`src/rtl/spwf_memory_sequencer.sv`:
```
`default_nettype none
// ============================================================================
//  Module      : spwf_memory_sequencer
//  Description : Sole master of a single-port write-first block RAM. Streams
//                words into consecutive addresses and streams an address
//                range back out, hiding the RAM's one-cycle read latency
//                behind a 2-entry output buffer.
//  Revision    : 1.0 - initial release
// ============================================================================
module spwf_memory_sequencer #(
   parameter int ADDR_WIDTH = 10,
   parameter int DATA_WIDTH = 16
) (
   input  logic                  clock,
   input  logic                  reset,
   // commands
   input  logic                  start_write,
   input  logic [ADDR_WIDTH-1:0] write_base,
   input  logic                  start_read,
   input  logic [ADDR_WIDTH-1:0] read_base,
   input  logic [ADDR_WIDTH:0]   read_count,
   // write stream
   input  logic                  in_valid,
   output logic                  in_ready,
   input  logic [DATA_WIDTH-1:0] in_data,
   input  logic                  in_last,
   // read stream
   output logic                  out_valid,
   input  logic                  out_ready,
   output logic [DATA_WIDTH-1:0] out_data,
   output logic                  out_last,
   // status
   output logic                  busy,
   output logic                  done,
   output logic [ADDR_WIDTH:0]   words_written,
   // RAM pins
   output logic                  mem_enable,
   output logic                  mem_write_enable,
   output logic [ADDR_WIDTH-1:0] mem_address,
   output logic [DATA_WIDTH-1:0] mem_data_in,
   input  logic [DATA_WIDTH-1:0] mem_data_out
);

   typedef enum logic [1:0] {
      ST_IDLE  = 2'd0,
      ST_WRITE = 2'd1,
      ST_READ  = 2'd2
   } state_t;

   localparam logic [ADDR_WIDTH-1:0] C_PTR_ONE  = {{(ADDR_WIDTH-1){1'b0}}, 1'b1};
   localparam logic [ADDR_WIDTH:0]   C_CNT_ONE  = {{ADDR_WIDTH{1'b0}}, 1'b1};
   localparam logic [ADDR_WIDTH:0]   C_DEPTH_M1 = {1'b0, {ADDR_WIDTH{1'b1}}};

   state_t                r_state;
   logic [ADDR_WIDTH-1:0] r_ptr;
   logic [ADDR_WIDTH:0]   r_remaining;
   logic [ADDR_WIDTH:0]   r_words;
   logic                  r_done;

   // read pipeline: a read issued this cycle has its data on mem_data_out
   // during the next cycle, where r_inflight marks it for capture
   logic                  r_inflight;
   logic                  r_inflight_last;

   // 2-entry output buffer, each entry tagged with its "final word" flag
   logic [DATA_WIDTH-1:0] r_buf_data [2];
   logic [1:0]            r_buf_last;
   logic                  r_head;
   logic [1:0]            r_count;

   logic                  w_wr_fire;
   logic                  w_pop;
   logic                  w_issue;
   logic                  w_tail;
   logic                  w_head_last;
   logic [1:0]            w_occupancy;

   assign w_wr_fire   = (r_state == ST_WRITE) && in_valid;
   assign w_pop       = (r_count != 2'd0) && out_ready;
   assign w_tail      = r_head ^ r_count[0];
   assign w_head_last = (r_count != 2'd0) && r_buf_last[r_head];

   // Occupancy is taken after this cycle's pop so that a word leaving the
   // buffer frees its slot immediately; this is what keeps a steady stream
   // at one word per cycle while never holding more than two words.
   assign w_occupancy = r_count - {1'b0, w_pop} + {1'b0, r_inflight};
   assign w_issue     = (r_state == ST_READ) && (r_remaining != '0) &&
                        (w_occupancy < 2'd2);

   // Stream and status outputs, all derived from registered state
   assign in_ready      = (r_state == ST_WRITE);
   assign out_valid     = (r_count != 2'd0);
   assign out_data      = (r_count != 2'd0) ? r_buf_data[r_head] : '0;
   assign out_last      = w_head_last;
   assign busy          = (r_state != ST_IDLE);
   assign done          = r_done;
   assign words_written = r_words;

   // RAM pins: only driven active during a write handshake or a read issue
   assign mem_enable       = w_wr_fire || w_issue;
   assign mem_write_enable = w_wr_fire;
   assign mem_address      = r_ptr;
   assign mem_data_in      = w_wr_fire ? in_data : '0;

   // Sequencer state, pointers, read pipeline and output buffer
   always_ff @(posedge clock) begin
      if (reset) begin
         r_state         <= ST_IDLE;
         r_ptr           <= '0;
         r_remaining     <= '0;
         r_words         <= '0;
         r_done          <= 1'b0;
         r_inflight      <= 1'b0;
         r_inflight_last <= 1'b0;
         r_buf_data[0]   <= '0;
         r_buf_data[1]   <= '0;
         r_buf_last      <= 2'b00;
         r_head          <= 1'b0;
         r_count         <= 2'd0;
      end else begin
         r_done          <= 1'b0;
         r_inflight      <= w_issue;
         r_inflight_last <= w_issue && (r_remaining == C_CNT_ONE);

         // capture the RAM word issued last cycle, release the head on pop
         if (r_inflight) begin
            r_buf_data[w_tail] <= mem_data_out;
            r_buf_last[w_tail] <= r_inflight_last;
         end
         r_count <= r_count - {1'b0, w_pop} + {1'b0, r_inflight};
         if (w_pop) begin
            r_head <= ~r_head;
         end

         case (r_state)
            ST_IDLE: begin
               // write takes priority when both commands arrive together
               if (start_write) begin
                  r_state <= ST_WRITE;
                  r_ptr   <= write_base;
                  r_words <= '0;
               end else if (start_read) begin
                  r_state     <= ST_READ;
                  r_ptr       <= read_base;
                  r_remaining <= read_count;
               end
            end

            ST_WRITE: begin
               if (w_wr_fire) begin
                  r_ptr   <= r_ptr + C_PTR_ONE;
                  r_words <= r_words + C_CNT_ONE;
                  // stop on the marked word or once the whole RAM is filled
                  if (in_last || (r_words == C_DEPTH_M1)) begin
                     r_state <= ST_IDLE;
                     r_done  <= 1'b1;
                  end
               end
            end

            ST_READ: begin
               if (w_issue) begin
                  r_ptr       <= r_ptr + C_PTR_ONE;
                  r_remaining <= r_remaining - C_CNT_ONE;
               end
               if (w_pop && w_head_last) begin
                  r_state    <= ST_IDLE;
                  r_done     <= 1'b1;
                  r_count    <= 2'd0;
                  r_inflight <= 1'b0;
               end else if ((r_remaining == '0) && (r_count == 2'd0) &&
                            !r_inflight) begin
                  // only reachable for a zero-length read
                  r_state <= ST_IDLE;
                  r_done  <= 1'b1;
               end
            end

            default: begin
               r_state <= ST_IDLE;
            end
         endcase
      end
   end

endmodule
`default_nettype wire

```
`config.mk`:
```
export PLATFORM = sky130hd
export DESIGN_NAME = spwf_memory_sequencer
export DESIGN_NICKNAME = d
export VERILOG_FILES = /design/src/rtl/spwf_memory_sequencer.sv
export SDC_FILE = /design/constraint.sdc
export NUM_CORES = 1
export LEC_CHECK = 0
export ABC_AREA = 1
export BUFFER_PORTS_ARGS = -buffer_cell sky130_fd_sc_hd__buf_2
export CORE_MARGIN = 8
export CORE_UTILIZATION = 52
export CTS_BUF_LIST = sky130_fd_sc_hd__clkbuf_4 sky130_fd_sc_hd__clkbuf_8 sky130_fd_sc_hd__clkbuf_16
export CTS_CLUSTER_SIZE = 25
export DETAILED_ROUTE_END_ITERATION = 10
export PLACE_DENSITY = 0.81
export SLEW_MARGIN = 20
export SYNTH_ARGS = -nofsm -noshare
export SYNTH_HDL_FRONTEND = slang
export SYNTH_SLANG_ARGS = --single-unit
```
`constraint.sdc`:
```
create_clock -name clock -period 2.8 [get_ports clock]
set_clock_uncertainty 0.2 [all_clocks]
set_input_delay 0.28 -clock clock [delete_from_list [all_inputs] [get_ports clock]]
set_output_delay 0.28 -clock clock [all_outputs]
set_load 0.03 [all_outputs]
```
==> results of run 1 <==
==> what timing repair did <==
item | CTS | global route
gates resized for setup | 0 | 6
setup endpoints to repair | 0 | 1
buffers inserted | 0 | 0
hold buffers | 0 | 0
hold endpoints to repair | 0 | 0
==> through the flow <==
stage	hold WS (ns)	instances	power, mW
2_1_floorplan	0.157	633	3.49
3_3_place_gp	0.266	855	4.04
3_5_place_dp	0.270	855	4.12
4_1_cts	0.0244	871	5.08
5_1_grt	0.0398	871	5.49
6_report	0.0375	871	5.08
==> worst max-delay path by stage <==
stage                     startpoint              to  depth (start not counted)
after detailed placement  r_count[0]  mem_address[8]                         13
after global routing      r_count[0]      mem_enable                         13
after CTS                 r_count[0]      mem_enable                         13
after floorplan           r_count[0]  r_remaining[6]                         14
final                     r_count[0]      mem_enable                         13
after global placement    r_count[0]  r_remaining[7]                         13
==> final cells by class <==
cell class	instances	area, um2	area share [%]
multi-input combinational	449	2060	39.0
timing repair buffer	135	697	13.2
clock buffer	11	145	2.75
sequential	75	1820	34.5
tap	105	131	2.49
inverter	91	342	6.47
clock inverter	5	85.1	1.61
==> per-layer routing <==
metal  wire length (um)  part of all wire [%]  track usage, %  up-vias
met5                  0                     0               0        -
met4                131                   1.2            5.73        0
met3                924                   8.1            6.30       12
met2               5550                    49            34.4      153
met1               4780                    42            23.0     1978
li1                   -                     -               -     2243
==> critical path, stage by stage (launching register included) <==
cell	delay [ns]
dfxtp_1	0.33
inv_2	0.08
nand2_2	0.10
nand2_2	0.11
inv_1	0.06
ha_1	0.27
inv_1	0.06
ha_1	0.15
nand3_1	0.10
nand2_2	0.11
inv_1	0.06
nand2_1	0.11
nand2_1	0.10
buf_6	0.18
==> where the power goes <==
part | total [mW] | internal [mW] | switching (mW)
logic | 2.59 | 0.793 | 1.80
registers | 1.53 | 1.35 | 0.185
clock network | 0.956 | 0.541 | 0.415
total | 5.08 | 2.68 | 2.40
==> state kept, by name, indices dropped and copies added, names as in the netlist, 2 cells and up, named ones only <==
register and count:
words_written 11, r_count 2, r_state 2, mem_address 10, r_buf_data 32, r_buf_last 2
r_remaining 11
==> cells in the mapped netlist (2+ instances only) <==
cell type	instances
nand2_1	166
nor2_1	126
inv_1	88
dfxtp_1	43
a21oi_1	38
nand3_1	35
edfxtp_1	32
o21ai_0	29
clkbuf_1	14
ha_1	11
nand4_1	9
nor3_1	7
xor2_1	5
o22ai_1	4
inv_2	3
nor2_2	3
or2_2	3
buf_6	2
nand2_4	2
o21ai_1	2
o21bai_1	2
==> cells by family after synthesis <==
logic type      Yosys count  share of synthesized area, %
flops                    75                          42.4
xor+xnor                  5                          1.02
simple gates            355                          33.7
fa+ha+maj                11                          3.20
compound gates           78                          9.74
buf+inv                 109                          9.95
==> impl_metrics.toml, run 1 <==
[outcome]
status = "finished, final reports clean"

[clock_tree]
clk_latency_ns = 0.35
cts.htree.levels = 3
cts_tree = "built"
cts_buffers = 9
cts_sinks = 75
cts.clk_slew.worst_paths_ns = 0.08
cts_max_path_buffers = 2
cts_root_buffer = "clkbuf_8"

[routing]
drt_iter0_markers = 246
ant_nets = 0
vias = 4386
drt-wirelength-per-cell_um = 13.1
drt-vias-per-instance = 5.04
firstDrtPassIters = 5
drc = 0
drt-total-wl_mm = 11.4

[sta]
setup-violations-final = 0
fin_crit_ns = 2.65
tightest_slew_ns = 0.737
maxSlewViolCount = 0
period_share_pct = 94.6
fin_setup_tns_ns = 0
worst_slack_ns = 0.152
hold_viol = 0
relSlewSlack_pct = 50.8
fmaxAchievable_mhz = 378
rsz0062_at_grt = "no"

[floorplan]
die-area_mm2 = 0.0114
initial_core_util_pct = 52.9
io_pins = 130
dieWidth_um = 107
die_h_um = 107
rows = 33
core_mm2 = 0.00813

[synthesis]
synth.net_count = 714
synth-async-reset-ratio_pct = 0
ys_seq_elements = 75
synth_area_mm2 = 0.00430
synth_area_leader_cell = "edfxtp_1"
netlist_instances = 633
ys.flop_type = "dfxtp_1"
yosysWarnings = 0
synth.avg_cell_area_um2 = 6.80
synth-edff-count = 32
synth_cell_types = 30
synth.area.top_cells = "edfxtp_1, dfxtp_1, nand2_1, nor2_1, inv_1"
yosysSeqAreaShare_pct = 42.4
yosys.area.top_type_share_pct = 22.3

[setup_path]
worst_setup_path_end_kind = "output port"
r2r-start = "r_count[0]"
rr_endpoint = "mem_address[8]"
worstSetupStartpointType = "register"
rr_worst_depth = 13
critPathArrivalTime_ns = 2.17
cp_max_fo = 6
cp_data_required_time_ns = 2.32
worstSetupPathType = "reg2out"
r2r_slack_ns = 0.40

[placed_design]
gp_congestion = 0.871
dpl_worst_slack_ns = 0.339
hpwl_mm = 8.69
portBuffers = 129
place_area_mm2 = 0.00504

[hold_path]
worstHoldStart = "mem_data_out[12]"
hold_depth = 3
hold_end = "r_buf_data[1][12]"
min_path_type = "in2reg"

[global_route]
antenna_found_initial = 0
grt_pass1_wl_mm = 18.9
track_usage_pct = 19.9
grt_overflow = 0
grt_start_max_net_pins = 23
grt_pass1_vias = 4270

[final_layout]
final_util_pct = 64.9
final_cell_mix = "nand2_1, buf_2, nor2_1"
fill_cells = 702
mostFrequentLayoutCell = "nand2_1"
antenna_cells = 0
nets = 842
final_area_mm2 = 0.00528
area_growth_pct = 22.7
layout-drive-gt1-share_pct = 22.2

[power]
vdd_ir_drop_max_uv = 609
leakagePower_nw = 2.76
pwr_density_cell_mw_per_mm2 = 963

[flow_run]
maxCapViolCount = 0
Power figures use the tool's default switching activity.
==> run 2, diff against run 1 <==
Settings changed: ABC_AREA 1 to unset.
==> impl_metrics.toml, run 2 <==
[routing]
firstDrtPassIters = 4
vias = 3727
drt-vias-per-instance = 5.43
ant_nets = 0
drt_iter0_markers = 145
drt-wirelength-per-cell_um = 15.4
drc = 0
drt-total-wl_mm = 10.6

[outcome]
status = "finished, final reports clean"

[setup_path]
worstSetupStartpointType = "register"
worstSetupPathType = "reg2out"
r2r-start = "r_count[1]"
startpoint = "r_count[1]"
critPathSlowestCell = "dfxtp_1"
rr_worst_depth = 13
critPathArrivalTime_ns = 2.24
r2r_slack_ns = 0.13
rr_endpoint = "r_remaining[3]"
worst_setup_path_end_kind = "output port"
crit_end = "mem_enable"
cp_max_fo = 5
cp_cell_sequence = "nor2_4, inv_2, nand2_1, inv_1, ha_1, inv_1, ha_1, xnor3_2, a31o_2, buf_2"
cpPeakStageDelay_ns = 0.34
cp_data_required_time_ns = 2.32

[synthesis]
netlist_instances = 450
yosysWarnings = 0
yosys.area.top_type_share_pct = 23.3
yosysSeqAreaShare_pct = 44.1
ys.flop_type = "dfxtp_1"
synth_area_mm2 = 0.00413
synth-async-reset-ratio_pct = 0
synth_commonest_cells = "nor2_1, dfxtp_1, nand2_1"
synth.most_common_cell = "nor2_1"
synth_cell_types = 55
synth.avg_cell_area_um2 = 9.18
synth.area.top_cells = "edfxtp_1, dfxtp_1, mux2i_1, and2_1, nor2_1"
synth.net_count = 531
synth_area_leader_cell = "edfxtp_1"
ys_seq_elements = 75
synth-edff-count = 32

[hold_path]
worstHoldStart = "mem_data_out[5]"
min_path_type = "in2reg"

[sta]
worst_slack_ns = 0.0769
fmaxAchievable_mhz = 367
rsz0062_at_grt = "no"
tightest_slew_ns = 0.918
hold_viol = 0
setup-violations-final = 0
period_share_pct = 97.3
fin_crit_ns = 2.72
maxSlewViolCount = 0
relSlewSlack_pct = 38.5

[floorplan]
initial_core_util_pct = 53.5
die-area_mm2 = 0.0111
io_pins = 130
dieWidth_um = 105
rows = 32
core_mm2 = 0.00773
die_h_um = 105

[final_layout]
mostFrequentLayoutCell = "buf_2"
final_cell_mix = "buf_2, nor2_1, dfxtp_1"
antenna_cells = 0
layout-drive-gt1-share_pct = 29.3
largest_reg_flops = 32
fin_cells = 686
final_util_pct = 65.9
regMostFlops = "r_buf_data"
nets = 660
fill_cells = 648
area_growth_pct = 23.3

[power]
pwr-share-clk_pct = 17.5
p_comb_share_pct = 48.1
swShare_pct = 44.4
seqPwrFrac_pct = 34.3
p_sw_mw = 1.92
total_power_mw = 4.31
vdd_ir_drop_max_uv = 450
pwr_density_cell_mw_per_mm2 = 846
leakagePower_nw = 2.30
p_int_mw = 2.40

[clock_tree]
cts_sinks = 75
cts_tree = "built"
clk_latency_ns = 0.35
cts.htree.levels = 3
cts_buffers = 9
ctsHoldBuffers = 0
cts_max_path_buffers = 2
cts_root_buffer = "clkbuf_8"
cts.clk_slew.worst_paths_ns = 0.09

[placed_design]
portBuffers = 129
dp_cells = 668
gp_congestion = 0.815
hpwl_mm = 7.86
dpl_worst_slack_ns = -0.0144

[global_route]
antenna_found_initial = 0
grt_overflow = 0
grt_pass1_vias = 3795
grt_start_max_net_pins = 30
grt_pass1_wl_mm = 17.5
track_usage_pct = 18.7

[flow_run]
maxCapViolCount = 0
[run 2: metrics by stage]
stage	hold slack (ns)	TNS [ns]	area [um2]
floorplan	0.239	0	4140
global placement	0.247	0	4900
finish	0.00602	0	5090
global route	0.0134	0	5090
CTS	0.00953	0	5080
detailed placement	0.259	-0.0144	4900
[run 2: cell families (layout without fill, tap and decap cells)]
| kind of cell | after synthesis | after routing | share of synthesized area, % |
|---|---|---|---|
| xor gates and xnor gates | 12 | 12 | 2.88 |
| buffers and inverters | 40 | 174 | 3.81 |
| adders and majority gates | 11 | 11 | 3.33 |
| muxes | 31 | 31 | 7.54 |
| DFF | 75 | 75 | 44.1 |
| AOI/OAI and AO/OA | 82 | 82 | 13.4 |
| and+or+nand+nor | 199 | 199 | 24.9 |
[run 2: final cells by class]
class | count | area (um2) | share of cell area [%]
multi-input cells | 335 | 2160 | 42.5
flip-flops and latches | 75 | 1820 | 35.8
repair buffers | 142 | 747 | 14.7
clock buffers | 10 | 131 | 2.58
well taps | 102 | 128 | 2.51
inverters | 16 | 60.1 | 1.18
clock inverters | 6 | 41.3 | 0.811
[run 2: worst min path at each step]
stage | cells after the start | end | slack (ns)
final | 2 | r_buf_data[0][5] | 0.006
after global routing | 2 | r_buf_data[0][7] | 0.01
after CTS | 2 | r_buf_data[0][5] | 0.01
after detailed placement | 2 | r_remaining[9] | 0.26
after global placement | 2 | r_remaining[10] | 0.25
after floorplan | 2 | r_remaining[10] | 0.24
[run 2: repair_timing]
action	CTS	global route
resized for setup	0	5
pin swaps	1	1
buffers inserted	2	0
endpoints found under the setup margin	1	19
[run 2: metal layers]
layer / part of all wire, % / track usage, %
met1: 42 / 21.4
met2: 52 / 33.2
met3: 5.4 / 4.67
met4: 1.1 / 6.12
met5: 0 / 0
[run 2: power by group through the flow]
stage / combinational [mW] / clock, mW / sequential, mW
2_1_floorplan: 1.41 / 0 / 1.58
3_5_place_dp: 2.04 / 0 / 1.50
4_1_cts: 2.07 / 0.756 / 1.47
3_3_place_gp: 1.98 / 0 / 1.49
6_report: 2.08 / 0.755 / 1.48
5_1_grt: 2.28 / 0.804 / 1.50
[run 2: worst max-delay path, delay by kind of cell, from the launching register on]
family	cells	cell delay, ns
simple gates	2	0.24
flops	1	0.34
compound gates	1	0.26
xor+xnor	1	0.29
fa+ha+maj	2	0.40
buf+inv	4	0.36
